<file path="src/rtl/conv_window_gen_if.sv">
// ----------------------------------------------------------------------------
// conv_window_gen_if
// Handshake bundle around conv_window_gen: a raster pixel stream in, and
// nine parallel 3x3 window pixels out.
//   master : the window generator (consumes pixels, produces windows)
//   slave  : the environment (pixel source plus window consumer)
// ----------------------------------------------------------------------------
interface conv_window_gen_if #(
  parameter int DATA_W = 8
);

  // Pixel stream, raster order
  logic [DATA_W-1:0] pix_in;
  logic              pix_valid;
  logic              pix_ready;

  // 3x3 window, row-major: win0 = (r-2,c-2), win4 = (r-1,c-1), win8 = (r,c)
  logic [DATA_W-1:0] win0;
  logic [DATA_W-1:0] win1;
  logic [DATA_W-1:0] win2;
  logic [DATA_W-1:0] win3;
  logic [DATA_W-1:0] win4;
  logic [DATA_W-1:0] win5;
  logic [DATA_W-1:0] win6;
  logic [DATA_W-1:0] win7;
  logic [DATA_W-1:0] win8;
  logic              win_valid;
  logic              win_ready;
  logic              row_end;
  logic              frame_end;

  modport master (
    input  pix_in, pix_valid, win_ready,
    output pix_ready,
    output win0, win1, win2, win3, win4, win5, win6, win7, win8,
    output win_valid, row_end, frame_end
  );

  modport slave (
    output pix_in, pix_valid, win_ready,
    input  pix_ready,
    input  win0, win1, win2, win3, win4, win5, win6, win7, win8,
    input  win_valid, row_end, frame_end
  );

endinterface

</file>
<file path="src/rtl/conv_window_gen.sv">
// ----------------------------------------------------------------------------
// conv_window_gen
// Turns a raster-order pixel stream into every fully populated 3x3 window of
// the frame. Two line buffers hold the previous two rows; a 3x3 register
// array shifts left by one column per accepted pixel, its new right column
// being {lb2[c], lb1[c], pix_in}. A window is presented once its bottom-right
// pixel (r >= 2, c >= 2) has been accepted, and is held while the consumer
// stalls. New pixels are accepted only when the presented window is empty or
// being taken in the same cycle, so a stalled window never gets overwritten.
//
// Optional build macro CONV_WINDOW_STATS_EN adds:
//   win_count[15:0] : wrapping count of window handshakes since reset
//   frame_done      : one-cycle pulse after the last window of a frame is taken
// ----------------------------------------------------------------------------
module conv_window_gen #(
  parameter int IMG_W  = 8,
  parameter int IMG_H  = 8,
  parameter int DATA_W = 8
) (
  input  logic               clk,
  input  logic               reset,
  conv_window_gen_if.master  bus
`ifdef CONV_WINDOW_STATS_EN
  ,
  output logic [15:0]        win_count,
  output logic               frame_done
`endif
);

  localparam int CW = $clog2(IMG_W);
  localparam int RW = $clog2(IMG_H);
  localparam logic [CW-1:0] COL_LAST = CW'(IMG_W - 1);
  localparam logic [RW-1:0] ROW_LAST = RW'(IMG_H - 1);

  typedef logic [DATA_W-1:0] pix_t;

  // Line buffers: lb1 holds row r-1, lb2 holds row r-2, indexed by column.
  pix_t lb1_q [IMG_W];
  pix_t lb2_q [IMG_W];

  // Window registers, row-major (index 0 = top-left, 8 = bottom-right)
  pix_t win_q [9];
  pix_t win_d [9];

  logic [CW-1:0] col_q, col_d;
  logic [RW-1:0] row_q, row_d;
  logic          win_valid_q, win_valid_d;
  logic          row_end_q,   row_end_d;
  logic          frame_end_q, frame_end_d;

  logic pix_ready;
  logic accept;
  logic col_last;
  logic row_last;
  logic completing;
  pix_t lb1_rd;
  pix_t lb2_rd;

  // A pixel may enter only when no window is pending or the pending one leaves now.
  assign pix_ready  = !win_valid_q || bus.win_ready;
  assign accept     = bus.pix_valid && pix_ready;

  assign col_last   = (col_q == COL_LAST);
  assign row_last   = (row_q == ROW_LAST);
  assign completing = (row_q >= RW'(2)) && (col_q >= CW'(2));

  assign lb1_rd = lb1_q[col_q];
  assign lb2_rd = lb2_q[col_q];

  // Next-state for the window array, raster counters and output qualifiers.
  always_comb begin
    // NOTE: every signal assigned here gets a default first, so no path leaves it
    // unassigned and no latch is inferred.
    win_d       = win_q;
    col_d       = col_q;
    row_d       = row_q;
    win_valid_d = win_valid_q;
    row_end_d   = row_end_q;
    frame_end_d = frame_end_q;

    if (accept) begin
      // Shift left; right column comes from the two line buffers and the new pixel.
      win_d[0] = win_q[1];
      win_d[1] = win_q[2];
      win_d[2] = lb2_rd;
      win_d[3] = win_q[4];
      win_d[4] = win_q[5];
      win_d[5] = lb1_rd;
      win_d[6] = win_q[7];
      win_d[7] = win_q[8];
      win_d[8] = bus.pix_in;

      col_d = col_last ? '0 : col_q + CW'(1);
      if (col_last) begin
        row_d = row_last ? '0 : row_q + RW'(1);
      end

      // Any accept also retires a window being taken this cycle; it is
      // replaced only if this pixel completes a new one.
      win_valid_d = completing;
      row_end_d   = completing && col_last;
      frame_end_d = completing && col_last && row_last;
    end else if (win_valid_q && bus.win_ready) begin
      win_valid_d = 1'b0;
    end
  end

  // Window registers, counters and qualifiers with synchronous reset.
  always_ff @(posedge clk) begin
    // NOTE: state is written with non-blocking assignments so every flop samples
    // pre-edge values regardless of block evaluation order.
    if (reset) begin
      for (int i = 0; i < 9; i++) begin
        win_q[i] <= '0;
      end
      col_q       <= '0;
      row_q       <= '0;
      win_valid_q <= 1'b0;
      row_end_q   <= 1'b0;
      frame_end_q <= 1'b0;
    end else begin
      win_q       <= win_d;
      col_q       <= col_d;
      row_q       <= row_d;
      win_valid_q <= win_valid_d;
      row_end_q   <= row_end_d;
      frame_end_q <= frame_end_d;
    end
  end

  // Line buffer update: the old row r-1 value moves down to r-2, pixel goes to r-1.
  always_ff @(posedge clk) begin
    // NOTE: line buffers carry no reset; rows 0 and 1 of every frame overwrite
    // them before any completed window reads them, so stale content is harmless.
    if (accept) begin
      lb2_q[col_q] <= lb1_rd;
      lb1_q[col_q] <= bus.pix_in;
    end
  end

  assign bus.pix_ready = pix_ready;
  assign bus.win0      = win_q[0];
  assign bus.win1      = win_q[1];
  assign bus.win2      = win_q[2];
  assign bus.win3      = win_q[3];
  assign bus.win4      = win_q[4];
  assign bus.win5      = win_q[5];
  assign bus.win6      = win_q[6];
  assign bus.win7      = win_q[7];
  assign bus.win8      = win_q[8];
  assign bus.win_valid = win_valid_q;
  assign bus.row_end   = row_end_q;
  assign bus.frame_end = frame_end_q;

`ifdef CONV_WINDOW_STATS_EN
  logic [15:0] win_count_q, win_count_d;
  logic        frame_done_q, frame_done_d;
  logic        win_hs;

  assign win_hs = win_valid_q && bus.win_ready;

  // Handshake counter (free-wrapping) and end-of-frame pulse.
  always_comb begin
    win_count_d  = win_hs ? win_count_q + 16'd1 : win_count_q;
    frame_done_d = win_hs && frame_end_q;
  end

  // Statistics registers, cleared only by reset.
  always_ff @(posedge clk) begin
    if (reset) begin
      win_count_q  <= '0;
      frame_done_q <= 1'b0;
    end else begin
      win_count_q  <= win_count_d;
      frame_done_q <= frame_done_d;
    end
  end

  assign win_count  = win_count_q;
  assign frame_done = frame_done_q;
`endif

  // A stalled window stays presented until it is taken.
  a_stall_hold : assert property (@(posedge clk)
    !reset && win_valid_q && !bus.win_ready |=> win_valid_q);

  // The last window of a frame is always the last of its row.
  a_frame_row : assert property (@(posedge clk) frame_end_q |-> row_end_q);

endmodule
</file>
<file path="src/flat_wrapper.sv">
// flat-port wrapper written by rule: the top's interface ports become plain ports
module conv_window_gen_flat 
#(
  parameter int IMG_W  = 8,
  parameter int IMG_H  = 8,
  parameter int DATA_W = 8
)
  (clk, reset, bus_pix_in, bus_pix_valid, bus_win_ready, bus_pix_ready, bus_win0, bus_win1, bus_win2, bus_win3, bus_win4, bus_win5, bus_win6, bus_win7, bus_win8, bus_win_valid, bus_row_end, bus_frame_end);
  conv_window_gen_if #(.DATA_W(DATA_W)) bus_i ();
  input  logic clk;
  input  logic reset;
  input wire logic [$bits(bus_i.pix_in)-1:0] bus_pix_in;
  input wire logic [$bits(bus_i.pix_valid)-1:0] bus_pix_valid;
  input wire logic [$bits(bus_i.win_ready)-1:0] bus_win_ready;
  output wire logic [$bits(bus_i.pix_ready)-1:0] bus_pix_ready;
  output wire logic [$bits(bus_i.win0)-1:0] bus_win0;
  output wire logic [$bits(bus_i.win1)-1:0] bus_win1;
  output wire logic [$bits(bus_i.win2)-1:0] bus_win2;
  output wire logic [$bits(bus_i.win3)-1:0] bus_win3;
  output wire logic [$bits(bus_i.win4)-1:0] bus_win4;
  output wire logic [$bits(bus_i.win5)-1:0] bus_win5;
  output wire logic [$bits(bus_i.win6)-1:0] bus_win6;
  output wire logic [$bits(bus_i.win7)-1:0] bus_win7;
  output wire logic [$bits(bus_i.win8)-1:0] bus_win8;
  output wire logic [$bits(bus_i.win_valid)-1:0] bus_win_valid;
  output wire logic [$bits(bus_i.row_end)-1:0] bus_row_end;
  output wire logic [$bits(bus_i.frame_end)-1:0] bus_frame_end;
  assign bus_i.pix_in = bus_pix_in;
  assign bus_i.pix_valid = bus_pix_valid;
  assign bus_i.win_ready = bus_win_ready;
  assign bus_pix_ready = bus_i.pix_ready;
  assign bus_win0 = bus_i.win0;
  assign bus_win1 = bus_i.win1;
  assign bus_win2 = bus_i.win2;
  assign bus_win3 = bus_i.win3;
  assign bus_win4 = bus_i.win4;
  assign bus_win5 = bus_i.win5;
  assign bus_win6 = bus_i.win6;
  assign bus_win7 = bus_i.win7;
  assign bus_win8 = bus_i.win8;
  assign bus_win_valid = bus_i.win_valid;
  assign bus_row_end = bus_i.row_end;
  assign bus_frame_end = bus_i.frame_end;
  conv_window_gen #(.IMG_W(IMG_W), .IMG_H(IMG_H), .DATA_W(DATA_W)) u_core (.clk(clk), .reset(reset), .bus(bus_i));
endmodule
</file>
<file path="config.mk">
export PLATFORM = sky130hd
export DESIGN_NAME = conv_window_gen_flat
export DESIGN_NICKNAME = d
export VERILOG_FILES = /design/src/rtl/conv_window_gen_if.sv /design/src/rtl/conv_window_gen.sv /design/src/flat_wrapper.sv
export SDC_FILE = /design/constraint.sdc
export NUM_CORES = 1
export LEC_CHECK = 0
export ABC_CLOCK_PERIOD_IN_PS = 3400
export BUFFER_PORTS_ARGS = -buffer_cell sky130_fd_sc_hd__buf_2
export CAP_MARGIN = 10
export CORE_ASPECT_RATIO = 0.8
export CORE_MARGIN = 4
export CORE_UTILIZATION = 45
export DETAILED_ROUTE_END_ITERATION = 6
export GPL_ROUTABILITY_DRIVEN = 1
export PLACE_DENSITY_LB_ADDON = 0.2
export REMOVE_ABC_BUFFERS = 1
export SLEW_MARGIN = 20
export SYNTH_ARGS = -nofsm -noshare
export SYNTH_HDL_FRONTEND = slang
export SYNTH_SLANG_ARGS = --single-unit
</file>
<file path="constraint.sdc">
create_clock -name clk -period 3.4 [get_ports clk]
set_clock_uncertainty 0.15 [all_clocks]
set_input_delay 0.51 -clock clk [delete_from_list [all_inputs] [get_ports clk]]
set_output_delay 0.51 -clock clk [all_outputs]
set_load 0.05 [all_outputs]
</file>
# Yosys cells after proc, flatten, opt, wreduce, memory -nomap -nowiden
# Memory sizes are Yosys's and may differ from the RTL's. A register that Yosys moved wholly into a read port is not among the register bits.
# Index checks and enable logic that the tools add are counted.
dict set report word_totals {
  in_bits 12
  n_memories 2
  mem_bits_rw 128
  elab_cells 38
  ff_bits 73
}
# name depth word_bits rd rd_clocked_by_memory_dff write_ports line_no
set memory_table {}
lappend memory_table {u_core.lb1_q 8 8 1 1 1 conv_window_gen.sv:38} ;# pix_t lb1_q [IMG_W];
lappend memory_table {u_core.lb2_q 8 8 1 1 1 conv_window_gen.sv:39} ;# pix_t lb2_q [IMG_W];
dict set report op_classes {
  n_eq_ne 2
  n_mux 8
  reduce_logical 9
  addsub 2
  magnitude_cmp 2
}
# cell n
set op_table {}
lappend op_table {{2-to-1 mux 3 bit} 4}
lappend op_table {{adder 3 x 1 -> 3 bit (second input constant)} 2}
lappend op_table {{equality test 3 bit (second input constant)} 2}
lappend op_table {{greater-or-equal comparator 3 x 2 -> 1 bit (second input constant)} 2}
lappend op_table {{logical AND 1 bit} 5}
lappend op_table {{2-to-1 mux 1 bit} 4}
lappend op_table {{AND reduction 2 bit} 1}
lappend op_table {{nonzero test 2 bit} 1}
lappend op_table {{zero test 1 bit} 1}
lappend op_table {{logical OR 1 bit} 1}

# Logic depth before layout (Yosys ltp)
dict set report depth {
  depth_word 5
  ltp_mapped 6
  depth_no_buf 5
}

# Worst setup path before layout
# OpenSTA, ideal clock, no wires.
dict set report synth_timing {
  kind {input to register}
  start {input bus_win_ready}
  end {memory u_core.lb1_q[6][0] in the netlist's numbering (enable)}
  setup_slack_ns 0.204
  n_path_buf 1
  arrival_ns 2.637
  cell_stages 4
  path_cell_list {nand2b_1 -> nand2_1 -> clkbuf_1 -> nor3_1}
}
dict set report synth_between {
  elab_chain_cells 4
}
# element line_no
set synth_rtl {}
lappend synth_rtl {{start, declared} flat_wrapper.sv:14} ;# input wire logic [$bits(bus_i.win_ready)-1:0] bus_win_ready;
lappend synth_rtl {{logical OR 1 bit} conv_window_gen.sv:60} ;# assign pix_ready = !win_valid_q || bus.win_ready;
lappend synth_rtl {{logical AND 1 bit} conv_window_gen.sv:61} ;# assign accept = bus.pix_valid && pix_ready;
lappend synth_rtl {{2-to-1 mux 1 bit} conv_window_gen.sv:135} ;# if (accept) begin
lappend synth_rtl {{2-to-1 mux 1 bit (implied by the code)} conv_window_gen.sv:137} ;# lb1_q[col_q] <= bus.pix_in;
lappend synth_rtl {{end, declared} conv_window_gen.sv:38}
# No other way between the ends.

==> metrics <==
first-pass GRT wire length between 20,000 and 30,000 µm; CP max FO 16; Peak Freq approximately 430 MHz; initial antenna violation count 0; remaining antenna violation count 0; Die Wd 155.6 µm; cell with the most instances after synthesis edfxtp_1; xor/xnor share of the synthesized area 0; largest net degree at the start of global routing about 80; worst hold margin 0.1630 ns; WP data required 3.58 ns; Synth area leaders edfxtp_1 (49%), dfxtp_1 (21%), nand2_1 (5.9%); measured slew at the worst slew-check pin approximately 1.0 ns; Layout Nets 697; final hold violation count 0; worst slack, placed 0.9725 ns; worst r2r path cells 4; row cnt 42; Crit. End Element flip-flop; status finished clean; Setup Crit Path Kind reg2reg; number of synthesized flops with an enable pin 128; HPWL after DPL about 10,000 µm; Worst Min Path Start bus_pix_in[6]; Initial DRC Count 399; final setup violation count 0; mux contribution to synthesized area 0.08680; Wirelength per Cell around 18 µm; clk slew on worst S/H paths 0.06 ns; area of the multi-input gates around 0.0021 mm²; setup bufs post-CTS 0; Critical R2R Capture u_core.bus.win5[4]$_SDFFE_PP0P_; clock tree root buffer cell clkbuf_16; Clk Latency, worst-skew pair about 0.5 ns; GP Congestion 0.8588; Commonest cells post-synth edfxtp_1 (128), nand2_1 (124), dfxtp_1 (84), a21oi_1 (67), nor2_1 (30); CTS tree done; Via density 5.326; post-route minimum period 2.350 ns; Total Wirelength approximately 16,000 µm; Slew Viols, Final 0; max cap viols 0; Worst Path Arrival 2.53 ns; Tot GR Track Use 0.1659; ys flop type edfxtp_1; number of synthesized register bits about 210; Num CTS Buffers 21; First-pass DRT Iterations 5; Synth cell types 40; non-filler cells, final 915; Die Ht 126.1 µm; area leader, netlist edfxtp_1; RSZ-0062 raised after global routing no; Adder-Cell Fraction of Synth Area 0.007978; Mapped Avg Cell Area 13.18 µm²; Seq/Total Area, Yosys 0.7046; vias post-DR approximately 4,900; worst vdd ir about 320 µV; DRC Markers 0; Synth top area share 0.4902; die footprint ~0.020 mm²; Final Cycle Share 0.6911; hold_buf cts 0; GR Overflow Total 0; Hold EP u_core.lb1_q[0][6]$_DFFE_PP_; post-synthesis simple-gate area fraction 0.09781; post-CTS sizing 0; fin util 0.5486; Post-Place Cells 877; final setup margin 1.050 ns; Starting Density 0.4663; vias in the first global route 4,777; PortBufs 87; n_diodes 0; layout cells sized above 1 0.2374; Synth Instances 595; FILL cells 1,437; crit start category flip-flop; main combinational cell family by area after synthesis simple AND/OR/NAND/NOR gates; Top Ports 88; compound-gate portion of the synthesized area 0.07691; Power Total 5.703 mW; FFs w/ async S/R, synth 0; H-tree depth 1; layout overhead on the synthesized area 17.65%; min-delay worst type in2reg; deepest clock path buffer count 3; pwr dens 618.2 mW/mm²; hold path depth 1; Netlist Area Pre-Place 0.007841 mm²; core area 0.01682 mm²; Ys Warns 0; leak pwr 3.322 nW; R2R setup slack approximately 1.1 ns; Sink Count 212; max_slew headroom 0.3079; register area 0.005525 mm²
[worst max-delay path, stage by stage (launching register included)]
cell and delay (ns):
dfxtp_1 1.00, mux4_2 0.44, mux2_2 0.37, nor2_1 0.15, nor3_1 0.06
[placed cells by master (no fill, tap or decap), types with 3 or more instances in the layout]
master     netlist  layout
edfxtp_1       128     128
nand2_1        124     123
buf_2           10      86
dfxtp_1         84      84
a21oi_1         67      67
nor2_1          30      30
clkbuf_16        0      22
mux2i_1         17      17
buf_4            1      16
mux4_2          14      14
nor3_1          18      14
a211oi_1         9       9
mux2_2           8       8
nand3_1          7       7
a221o_1          6       6
ha_1             5       5
nor3_2           0       4
a221oi_1         4       4
clkbuf_1        22       4
nand2b_1         3       3
inv_1            3       3
o22ai_1          3       3
bufinv_16        0       3
clkinv_2         0       3
[cell families after synthesis]
family / count (synthesis)
buffers and inverters: 43
flip-flops: 212
adder cells (fa/ha/maj): 5
AO/OA/AOI/OAI: 101
AND/OR/NAND/NOR: 189
multiplexers: 45
[final cells by class]
class / count / area share
multi-input cells: 340 / 0.2323
inverters: 3 / 0.001221
clock buffers: 28 / 0.06429
repair buffers: 102 / 0.05968
well taps: 220 / 0.02984
clock inverters: 10 / 0.01370
flip-flops and latches: 212 / 0.5989
[report_power, final]
part	internal, mW	total, mW	switching, mW
Sequential	2.82	2.87	0.0523
Combinational	0.129	0.459	0.329
Clock	1.46	2.37	0.918
[metrics by stage]
step	instance area (µm²)	TNS (ns)
global placement	8506	0
finish	9225	0
detailed placement	8506	0
CTS	9225	0
floorplan	7650	-100.96
global route	9225	0
[routing by layer]
layer	vias up	wire length, µm	global-route usage
met3	19	956	0.03052
li1	2324	-	-
met5	-	0	0
met1	2370	7748	0.2511
met2	160	7303	0.2522
met4	0	245	0.03448
[flip-flops by register name, indices dropped and copies added (netlist names), 3 cells and up, named ones only]
signal	flops
u_core.row_q	3
u_core.bus.win5	8
u_core.bus.win2	8
u_core.lb1_q	64
u_core.bus.win4	8
u_core.bus.win7	8
u_core.col_q	3
u_core.bus.win3	8
u_core.bus.win0	8
u_core.bus.win1	8
u_core.lb2_q	64
u_core.bus.win6	8
u_core.bus.win8	8
[worst max-delay path by stage]
| stage | startpoint | to | slack [ns] | depth (start not counted) |
|---|---|---|---|---|
| after floorplan | bus_win_ready | u_core.lb1_q[0][0]$_DFFE_PP_ | -0.85 | 3 |
| after global placement | bus_win_ready | u_core.row_q[1]$_SDFFE_PP0P_ | 1.08 | 6 |
| after detailed placement | bus_win_ready | u_core.row_q[1]$_SDFFE_PP0P_ | 0.97 | 6 |
| after CTS | u_core.col_q[0]$_SDFFE_PP0P_ | u_core.row_q[0]$_SDFFE_PP0P_ | 1.05 | 6 |
| after global routing | u_core.col_q[0]$_SDFFE_PP0P_ | u_core.row_q[0]$_SDFFE_PP0P_ | 0.88 | 6 |
| final | flip-flop | u_core.bus.win5[4]$_SDFFE_PP0P_ | 1.05 | 4 |
Note: power is estimated with default switching activity, not from simulation.
